[src/rtl/rx_frame_fifo.sv]
// -----------------------------------------------------------------------------
// rx_frame_fifo
//   Serial frame receiver with a small frame FIFO.
//   A header of HDR_ONES consecutive 1s starts a frame. The body is FW bits,
//   LSB first: cmd, id, data, parity, trailer. Inside the body, the sample
//   that follows STUFF_RUN consecutive 1s is a stuffed bit and is discarded.
//   Frames addressed to device_id (or broadcast, when enabled) with even
//   parity and an all-zero trailer push {cmd,data} into the FIFO. The
//   consumer pops one entry per rising edge of the registered ack.
//
// Ports
//   clk        in   rising-edge clock
//   clr        in   asynchronous active-high reset
//   sd_in      in   serial data, sampled every clk
//   device_id  in   own address (ID_W bits)
//   ack        in   consumer acknowledge (one pop per rising edge)
//   err_clr    in   clears the sticky error flags
//   dout       out  registered FIFO head {cmd,data}, 0 when empty
//   dav        out  FIFO non-empty
//   fifo_cnt   out  FIFO occupancy, 0..DEPTH
//   err_par    out  sticky: addressed frame with bad parity
//   err_trl    out  sticky: addressed frame with non-zero trailer
//   err_ovf    out  sticky: valid frame dropped because the FIFO was full
// -----------------------------------------------------------------------------
module rx_frame_fifo #(
    parameter int CMD_W     = 8,
    parameter int ID_W      = 8,
    parameter int DATA_W    = 32,
    parameter int TRL_W     = 5,
    parameter int HDR_ONES  = 5,
    parameter int STUFF_RUN = 4,
    parameter int DEPTH     = 4,
    parameter int BCAST_EN  = 1
) (
    input  logic                      clk,
    input  logic                      clr,
    input  logic                      sd_in,
    input  logic [ID_W-1:0]           device_id,
    input  logic                      ack,
    input  logic                      err_clr,
    output logic [CMD_W+DATA_W-1:0]   dout,
    output logic                      dav,
    output logic [$clog2(DEPTH):0]    fifo_cnt,
    output logic                      err_par,
    output logic                      err_trl,
    output logic                      err_ovf
);

    localparam int FW      = CMD_W + ID_W + DATA_W + 1 + TRL_W;
    localparam int OW      = CMD_W + DATA_W;
    localparam int PAR_POS = CMD_W + ID_W + DATA_W;
    localparam int PW      = $clog2(DEPTH);
    localparam int CW      = PW + 1;
    localparam int BCW     = $clog2(FW + 1);
    localparam int HCW     = $clog2(HDR_ONES + 1);
    localparam int RCW     = $clog2(STUFF_RUN + 1);

    localparam logic [BCW-1:0] BIT_LAST = BCW'(FW - 1);
    localparam logic [HCW-1:0] HDR_LAST = HCW'(HDR_ONES - 1);
    localparam logic [RCW-1:0] RUN_MAX  = RCW'(STUFF_RUN);
    localparam logic [CW-1:0]  CNT_FULL = CW'(DEPTH);

    typedef enum logic [1:0] {
        ST_HUNT  = 2'd0,
        ST_BODY  = 2'd1,
        ST_CHECK = 2'd2
    } state_t;

    // Odd-parity helper: 1 when the vector holds an odd number of 1s.
    function automatic logic calc_odd_par(input logic [PAR_POS:0] bits_s);
        return ^bits_s;
    endfunction

    state_t             state_r;
    logic [HCW-1:0]     hdr_cnt_r;
    logic [RCW-1:0]     run_cnt_r;
    logic [BCW-1:0]     bit_cnt_r;
    logic [FW-1:0]      frame_r;

    logic [OW-1:0]      mem_r [DEPTH];
    logic [PW-1:0]      wr_ptr_r;
    logic [PW-1:0]      rd_ptr_r;
    logic [CW-1:0]      cnt_r;

    logic               ack_q_r;
    logic               ack_q_d_r;
    logic               dav_r;
    logic [OW-1:0]      dout_r;
    logic               err_par_r;
    logic               err_trl_r;
    logic               err_ovf_r;

    logic [CMD_W-1:0]   cmd_s;
    logic [ID_W-1:0]    id_s;
    logic [DATA_W-1:0]  data_s;
    logic [TRL_W-1:0]   trl_s;
    logic               in_check_s;
    logic               id_ok_s;
    logic               par_ok_s;
    logic               trl_ok_s;
    logic               push_req_s;
    logic               full_s;
    logic               pop_s;
    logic               push_s;
    logic               ovf_s;
    logic               par_err_s;
    logic               trl_err_s;

    // Receive FSM: header hunt, de-stuffing body shift, one-cycle check.
    always_ff @(posedge clk or posedge clr) begin
        if (clr) begin
            state_r   <= ST_HUNT;
            hdr_cnt_r <= HCW'(0);
            run_cnt_r <= RCW'(0);
            bit_cnt_r <= BCW'(0);
            frame_r   <= FW'(0);
        end else begin
            case (state_r)
                ST_HUNT: begin
                    if (sd_in) begin
                        if (hdr_cnt_r == HDR_LAST) begin
                            state_r   <= ST_BODY;
                            hdr_cnt_r <= HCW'(0);
                        end else begin
                            hdr_cnt_r <= hdr_cnt_r + 1'b1;
                        end
                    end else begin
                        hdr_cnt_r <= HCW'(0);
                    end
                end
                ST_BODY: begin
                    if (run_cnt_r == RUN_MAX) begin
                        // Stuffed sample: dropped whatever its value.
                        run_cnt_r <= RCW'(0);
                    end else begin
                        // LSB first: after FW shifts the first bit sits at bit 0.
                        frame_r   <= {sd_in, frame_r[FW-1:1]};
                        run_cnt_r <= sd_in ? (run_cnt_r + 1'b1) : RCW'(0);
                        if (bit_cnt_r == BIT_LAST) begin
                            state_r   <= ST_CHECK;
                            bit_cnt_r <= BCW'(0);
                            run_cnt_r <= RCW'(0);
                        end else begin
                            bit_cnt_r <= bit_cnt_r + 1'b1;
                        end
                    end
                end
                ST_CHECK: begin
                    state_r   <= ST_HUNT;
                    hdr_cnt_r <= HCW'(0);
                end
                default: begin
                    state_r   <= ST_HUNT;
                    hdr_cnt_r <= HCW'(0);
                    run_cnt_r <= RCW'(0);
                    bit_cnt_r <= BCW'(0);
                end
            endcase
        end
    end

    // Frame field decode, acceptance checks and FIFO push/pop decisions.
    always_comb begin
        cmd_s      = frame_r[CMD_W-1:0];
        id_s       = frame_r[CMD_W +: ID_W];
        data_s     = frame_r[CMD_W+ID_W +: DATA_W];
        trl_s      = frame_r[FW-1 -: TRL_W];
        in_check_s = (state_r == ST_CHECK);
        id_ok_s    = (id_s == device_id) ||
                     ((BCAST_EN != 0) && (id_s == {ID_W{1'b1}}));
        par_ok_s   = ~calc_odd_par(frame_r[PAR_POS:0]);
        trl_ok_s   = (trl_s == {TRL_W{1'b0}});
        push_req_s = in_check_s & id_ok_s & par_ok_s & trl_ok_s;
        par_err_s  = in_check_s & id_ok_s & ~par_ok_s;
        trl_err_s  = in_check_s & id_ok_s & ~trl_ok_s;
        full_s     = (cnt_r == CNT_FULL);
        // Pop on the rising edge of the registered ack; a held ack pops once.
        pop_s      = ack_q_r & ~ack_q_d_r & dav_r & (cnt_r != CW'(0));
        // A pop in the same cycle frees the slot the push needs.
        push_s     = push_req_s & (~full_s | pop_s);
        ovf_s      = push_req_s & full_s & ~pop_s;
    end

    // FIFO storage, pointers and occupancy.
    always_ff @(posedge clk or posedge clr) begin
        if (clr) begin
            for (int i = 0; i < DEPTH; i++) begin
                mem_r[i] <= OW'(0);
            end
            wr_ptr_r <= PW'(0);
            rd_ptr_r <= PW'(0);
            cnt_r    <= CW'(0);
        end else begin
            if (push_s) begin
                mem_r[wr_ptr_r] <= {cmd_s, data_s};
                wr_ptr_r        <= wr_ptr_r + 1'b1;
            end
            if (pop_s) begin
                rd_ptr_r <= rd_ptr_r + 1'b1;
            end
            case ({push_s, pop_s})
                2'b10:   cnt_r <= cnt_r + 1'b1;
                2'b01:   cnt_r <= cnt_r - 1'b1;
                default: cnt_r <= cnt_r;
            endcase
        end
    end

    // Ack edge detection and registered head/valid outputs.
    always_ff @(posedge clk or posedge clr) begin
        if (clr) begin
            ack_q_r   <= 1'b0;
            ack_q_d_r <= 1'b0;
            dav_r     <= 1'b0;
            dout_r    <= OW'(0);
        end else begin
            ack_q_r   <= ack;
            ack_q_d_r <= ack_q_r;
            dav_r     <= (cnt_r != CW'(0));
            dout_r    <= (cnt_r != CW'(0)) ? mem_r[rd_ptr_r] : OW'(0);
        end
    end

    // Sticky error flags; a set event outranks err_clr in the same cycle.
    always_ff @(posedge clk or posedge clr) begin
        if (clr) begin
            err_par_r <= 1'b0;
            err_trl_r <= 1'b0;
            err_ovf_r <= 1'b0;
        end else begin
            err_par_r <= par_err_s ? 1'b1 : (err_clr ? 1'b0 : err_par_r);
            err_trl_r <= trl_err_s ? 1'b1 : (err_clr ? 1'b0 : err_trl_r);
            err_ovf_r <= ovf_s     ? 1'b1 : (err_clr ? 1'b0 : err_ovf_r);
        end
    end

    assign dout     = dout_r;
    assign dav      = dav_r;
    assign fifo_cnt = cnt_r;
    assign err_par  = err_par_r;
    assign err_trl  = err_trl_r;
    assign err_ovf  = err_ovf_r;

endmodule
[config.mk]
export PLATFORM = sky130hd
export DESIGN_NAME = rx_frame_fifo
export DESIGN_NICKNAME = d
export VERILOG_FILES = /design/src/rtl/rx_frame_fifo.sv
export SDC_FILE = /design/constraint.sdc
export NUM_CORES = 1
export LEC_CHECK = 0
export CAP_MARGIN = 20
export CORE_AREA = 3 3 211 213
export DETAILED_ROUTE_END_ITERATION = 8
export DIE_AREA = 0 0 214 216
export DONT_BUFFER_PORTS = 1
export PLACE_DENSITY = 0.54
export SLEW_MARGIN = 20
export SYNTH_ARGS = -nofsm -noshare
export SYNTH_HDL_FRONTEND = slang
export SYNTH_SLANG_ARGS = --single-unit
[constraint.sdc]
create_clock -name clk -period 9.1 [get_ports clk]
set_input_delay 0.91 -clock clk [delete_from_list [all_inputs] [get_ports clk]]
set_output_delay 0.91 -clock clk [all_outputs]
set_load 0.01 [all_outputs]
==> flow_summary.toml, run 1 <==
[die]
start_util_pct = 29.9
die_h_um = 216
ioPinCount = 60
core.rowCount = 76
die-area_sq_um = 46200
core-area_sq_um = 42900
die-width_um = 214

[worst_setup_path]
crit_chain = "ha_1 -> xnor2_1 -> xnor2_1 -> xnor2_1 -> xnor2_2 -> xnor2_2 -> mux2i_4 -> buf_4 -> mux2_4"
start_kind = "flip-flop"
setup.worst_path.class = "flip-flop to flip-flop"
regToRegStartpoint = "frame_r[12]$_DFFE_PP0P_"
arrival_ns = 4.39
cp_max_fo = 29
reg2regPathDepth = 9
cp.required_ns = 9.49
r2r_slack_ns = 5.10
end_kind = "flip-flop"
reg2reg_to = "mem_r[35]$_DFFE_PP0P_"
cp_common_cell = "xnor2_1"
critical_path.slowest_cell = "mux2i_4"
crit_path_max_incr_delay_ns = 0.76

[yosys]
yosys-top-cells-area = "dfrtp_1 (55%), mux2_4 (19%), mux4_2 (7.0%)"
netlist_top_cells_count = "dfrtp_1 (281), mux2_4 (160), mux2_2 (56), xnor2_1 (45)"
synth_largest_area_cell = "dfrtp_1"
yosysMostFrequentCell = "dfrtp_1"
avgSynthCellArea_sq_um = 16.2
ys_seq_elements = 281
yosys_warnings = 0
synthesis.area_sq_um = 12800
yosys_most_used_dff = "dfrtp_1"
ys_seq_area_share_pct = 54.8
synth_top_cell_area_share_pct = 54.8
synth_cell_types = 37
synth_cells = 794
async_flop_share_pct = 100
synth_nets = 823
synth-edff-count = 0

[power]
p_comb_share_pct = 6.7
power_leakage_nw = 6.59
power_switching_mw = 0.676
p_seq_share_pct = 45.0
irDropWorstVdd_mv = 0.116
cell_internal_pwr_mw = 2.27
switching_share_pct = 23.0
clkPwrFrac_pct = 48.3
pwr_density_cell_nw_per_um2 = 201

[grt]
antenna_found_initial = 1
grt_busiest_layer = "met2"
grt_pass1_wl_um = 42600
grt_use_total_pct = 11.6
grtUsageMet1_pct = 17.1
gr-total-overflow = 0
grt_use_met2_pct = 17.2
grtUsageMet3_pct = 2.58
grt_max_degree = 118
grt_pass1_vias = 6905

[drt]
drt_iter0_markers = 209
antenna_left = 0
routed_wl_um = 26100
vias = 6302
via_per_inst = 4.46
firstDrtPassIters = 4
drc_errors = 0
wire_per_inst_um = 18.5

[clock_tree]
cts_setup_buffers = 0
cts.repair.resized = 0
cts.path.max_buffers = 3
cts_buffers = 34
cts_hold_buffers = 0
clock_latency_ns = 0.52
cts-root-buf = "clkbuf_16"
cts.clk_slew.worst_paths_ns = 0.06
htreeDepth = 2
cts_sinks = 281
cts_tree = "built"

[sta]
setup_slack_ns = 5.10
period_needed_ns = 4.00
tightest_slew_ns = 0.963
fin_worst_skew_ns = 0.0197
setup_viol = 0
clock.fmax_mhz = 250
final.setup.tns_ns = 0
relSlewSlack_pct = 35.8
rsz0062_at_grt = "no"
finalHoldViolCount = 0
maxSlewViolCount = 0
layout_worst_path_cycle_share_pct = 44.0

[flow_run]
maxCapViolCount = 0

[worst_hold_path]
hold_depth = 0
hold_start = "ack_q_r$_DFF_PP0_"
min_to = "ack_q_d_r$_DFF_PP0_"
hold_path_class = "flip-flop to flip-flop"

[place]
hpwl_um = 15500
gp_congestion = 0.699
placed_cells = 1353
io_buffers = 0
place_ws_ns = 5.02

[layout]
layout-drive-gt1-share_pct = 40.3
n_fill_cell = 4113
fin_nets = 833
seq_area_sq_um = 7030
fin_cells = 1414
multiInputGateArea_sq_um = 5510
syn_to_final_growth_pct = 14.1

[run_status]
status = "complete, no violations"
==> power groups by stage <==
stage / Combinational, mW / Clock, mW / Sequential, mW
finish: 0.198 / 1.42 / 1.33
CTS: 0.204 / 1.47 / 1.32
floorplan: 0.168 / 0 / 1.33
global placement: 0.199 / 0 / 1.35
detailed placement: 0.202 / 0 / 1.35
global route: 0.224 / 1.53 / 1.33
==> sequential cells by signal (all words and copies together), names as in the netlist <==
name / count
mem_r: 160
frame_r: 54
dout: 40
bit_cnt_r: 6
fifo_cnt: 3
hdr_cnt_r: 3
run_cnt_r: 3
rd_ptr_r: 2
state_r: 2
wr_ptr_r: 2
ack_q_d_r: 1
ack_q_r: 1
dav: 1
err_ovf: 1
err_par: 1
err_trl: 1
==> final cells by class <==
cell class	count	share of cell area (%)
clock buffers	53	7.06
flip-flops and latches	281	48.1
repair buffers	13	0.667
clock inverters	7	1.10
well taps	585	5.00
multi-input cells	458	37.6
diodes	1	0.0171
inverters	16	0.462
==> worst max path at each step <==
stage                            start  depth (start not counted)                    end  slack (ns)
6_report       frame_r[12]$_DFFE_PP0P_                          9  mem_r[35]$_DFFE_PP0P_        5.10
5_1_grt        frame_r[12]$_DFFE_PP0P_                          9  mem_r[65]$_DFFE_PP0P_        4.82
3_3_place_gp   frame_r[12]$_DFFE_PP0P_                          9  mem_r[35]$_DFFE_PP0P_        5.03
4_1_cts         frame_r[8]$_DFFE_PP0P_                          9  mem_r[69]$_DFFE_PP0P_        5.00
2_1_floorplan                      clr                          1    ack_q_d_r$_DFF_PP0_        0.44
3_5_place_dp    frame_r[8]$_DFFE_PP0P_                          9  mem_r[53]$_DFFE_PP0P_        5.02
==> layer usage <==
layer	wire, um	part of all wire (%)	up-vias
met5	0	0	-
met4	412	1.6	0
met3	1220	4.7	34
met2	11500	44	104
met1	12900	50	3325
li1	-	-	2839
==> cells by family (layout without fill, tap and decap cells) <==
logic type	count (synthesis)	after routing	share of synthesized area (%)
AND/OR/NAND/NOR	96	96	4.29
AO/OA/AOI/OAI	27	27	1.22
flip-flops	281	281	54.8
adder cells (fa/ha/maj)	16	16	1.62
other	0	1	0
XOR/XNOR	58	58	4.34
multiplexers	261	261	31.2
buffers and inverters	55	89	2.55
==> worst max-delay path, delay by kind of cell (launching register included) <==
kind                       cells  cell delay, ns
adders and majority gates      1            0.33
DFF                            1            0.41
buffers and inverters          1            0.69
muxes                          2            1.11
xor gates and xnor gates       5            1.32
==> metrics by stage <==
| step | utilization (%) | cell area (sq um) | hold slack (ns) | total power, mW |
|---|---|---|---|---|
| 2_1_floorplan | - | 12800 | 0.354 | 1.50 |
| 3_3_place_gp | 31.3 | 13400 | 0.369 | 1.54 |
| 3_5_place_dp | 31.3 | 13400 | 0.383 | 1.55 |
| 4_1_cts | 34.1 | 14600 | 0.389 | 3.00 |
| 5_1_grt | 34.1 | 14600 | 0.390 | 3.09 |
| 6_report | 34.1 | 14600 | 0.392 | 2.94 |
==> layout by cell type (no fill, tap or decap), types with 3 or more instances in the layout <==
master	n
xor2_1	8
mux2_2	56
xnor2_2	4
dfrtp_1	279
nor2_1	11
mux2i_4	4
bufinv_16	4
xnor2_1	45
buf_4	13
mux2_4	160
ha_1	15
nand2_1	14
nor2b_1	40
nand3b_1	6
a21oi_1	4
mux4_2	40
clkbuf_16	35
nand4_1	6
clkbuf_1	9
clkbuf_8	9
a31oi_1	3
inv_1	15
o21ai_0	15
nand3_1	6
Power figures use the tool's default switching activity.
==> run 2, diff against run 1 <==
PLACE_DENSITY = 0.52   (was 0.54)
clock period = 3.9 ns   (was 9.1 ns; I/O delays follow)
==> run 2 against run 1 <==
  * First-iteration DRC count up 14%
  * Register-to-register slack lost 4.8 ns
  * Final cell count up 0.64%
  * Worst setup slack worse by 4.8 ns
  * Largest power group unchanged
  * Critical path depth increased by 5
  * Global-route usage is 0.22 points higher
  * Die area stayed put
  * Combinational power grew 130%
  * Maximum frequency up 12%
==> flow_summary.toml, run 2 (same netlist as run 1, synthesis figures left out) <==
[layout]
layout-drive-gt1-share_pct = 40.5
final_core_util_pct = 34.4
syn_to_final_growth_pct = 15.0
layout_common_cells = "dfrtp_1 (279), mux2_4 (160), mux2_2 (56)"
top_register = "mem_r"
n_fill_cell = 4117
final_common_cell = "dfrtp_1"
fin_nets = 843
num_antenna_cells = 0
largest_register_ffs = 160
fin_cells = 1423

[die]
die-width_um = 214
die-area_sq_um = 46200
start_util_pct = 29.9
core.rowCount = 76
core-area_sq_um = 42900
die_h_um = 216
ioPinCount = 60

[run_status]
status = "complete, no violations"

[sta]
rsz0062_at_grt = "no"
setup_viol = 0
tightest_slew_ns = 1.03
setup_slack_ns = 0.324
final.setup.tns_ns = 0
maxSlewViolCount = 0
clock.fmax_mhz = 280
fin_worst_skew_ns = 0.0188
relSlewSlack_pct = 31.2
finalHoldViolCount = 0
period_needed_ns = 3.58
layout_worst_path_cycle_share_pct = 91.7

[grt]
grt_use_total_pct = 11.8
grtUsageMet1_pct = 16.0
grt_pass1_wl_um = 42700
grt_busiest_layer = "met2"
grt_max_degree = 119
grt_pass1_vias = 6966
antenna_found_initial = 0
gr-total-overflow = 0
grtUsageMet3_pct = 4.10
grt_use_met2_pct = 17.7

[place]
gp_congestion = 0.707
place_ws_ns = 0.358
placed_cells = 1359
io_buffers = 0
hpwl_um = 15700

[power]
power_leakage_nw = 6.64
pwr_density_cell_nw_per_um2 = 465
p_total_mw = 6.86
irDropWorstVdd_mv = 0.255

[clock_tree]
cts_tree = "built"
htreeDepth = 2
cts_hold_buffers = 3
cts_setup_buffers = 0
cts_buffers = 35
cts.path.max_buffers = 3
cts.repair.resized = 0
cts-root-buf = "clkbuf_16"
cts_sinks = 281
clock_latency_ns = 0.53
cts.clk_slew.worst_paths_ns = 0.06

[worst_hold_path]
hold_path_class = "input pin to flip-flop"

[drt]
firstDrtPassIters = 4
vias = 6264
routed_wl_um = 26400
antenna_left = 0
drc_errors = 0
drt_iter0_markers = 238
via_per_inst = 4.40
wire_per_inst_um = 18.6

[worst_setup_path]
arrival_ns = 4.02
critical_path.slowest_cell = "xnor2_1"
cp.required_ns = 4.35
end_kind = "flip-flop"
setup.worst_path.class = "flip-flop to flip-flop"
crit_chain = "ha_1 -> xnor2_1 -> xnor2_1 -> xnor2_1 -> xnor2_1 -> xor3_4 -> and3_1 -> inv_1 -> ha_1 -> inv_1 -> fa_1 -> xor2_1 -> nor2_1 -> xor2_1"
start_kind = "flip-flop"
crit_path_max_incr_delay_ns = 0.54
cp_max_fo = 9
cp_common_cell = "xnor2_1"

[flow_run]
maxCapViolCount = 0
-- run 2: metal layers --
| metal | part of all wire, % | vias to the layer above | wire length (um) |
|---|---|---|---|
| met2 | 45 | 87 | 11900 |
| li1 | - | 2854 | - |
| met1 | 46 | 3288 | 12300 |
| met4 | 2.2 | 0 | 569 |
| met3 | 6.5 | 35 | 1720 |
| met5 | 0 | - | 0 |
-- run 2: where the power goes --
| group | internal [mW] | switching (mW) |
|---|---|---|
| sequential | 3.00 | 0.0944 |
| clock | 2.07 | 1.23 |
| combinational | 0.205 | 0.258 |
| total | 5.27 | 1.58 |
-- run 2: path summary, 6_finish.rpt --
kind / start / end / slack, ns / depth (start not counted)
max: frame_r[10]$_DFFE_PP0P_ / fifo_cnt[2]$_DFFE_PP0P_ / 0.32 / 14
min: sd_in / run_cnt_r[1]$_DFFE_PP0P_ / 0.03 / 2
max reg2reg: frame_r[10]$_DFFE_PP0P_ / fifo_cnt[2]$_DFFE_PP0P_ / 0.32 / 14
min reg2reg: ack_q_r$_DFF_PP0_ / ack_q_d_r$_DFF_PP0_ / 0.38 / 0
max in group asynchronous: clr / hdr_cnt_r[0]$_DFFE_PP0N_ / 2.49 / 3
min in group asynchronous: clr / mem_r[122]$_DFFE_PP0P_ / 0.37 / 2
-- run 2: worst max-delay path, delay by kind of cell (launching register included) --
family / cells / cell delay, ns
flip-flops: 1 / 0.41
AND/OR/NAND/NOR: 2 / 0.35
buffers and inverters: 2 / 0.13
adder cells (fa/ha/maj): 3 / 0.85
XOR/XNOR: 7 / 1.75
-- run 2: layout make-up --
type	instances	area (sq um)	share of cell area, %
clock buffers	52	1020	6.93
clock inverters	9	145	0.984
inverters	16	63.8	0.432
multi-input cells	458	5510	37.3
flip-flops and latches	281	7030	47.7
well taps	585	732	4.96
repair buffers	22	248	1.68
-- run 2: metrics by stage --
stage          cell area [sq um]  hold slack [ns]
2_1_floorplan              12800            0.354
3_3_place_gp               13600            0.314
3_5_place_dp               13600            0.315
4_1_cts                    14800          0.00178
5_1_grt                    14800           0.0423
6_report                   14800           0.0251
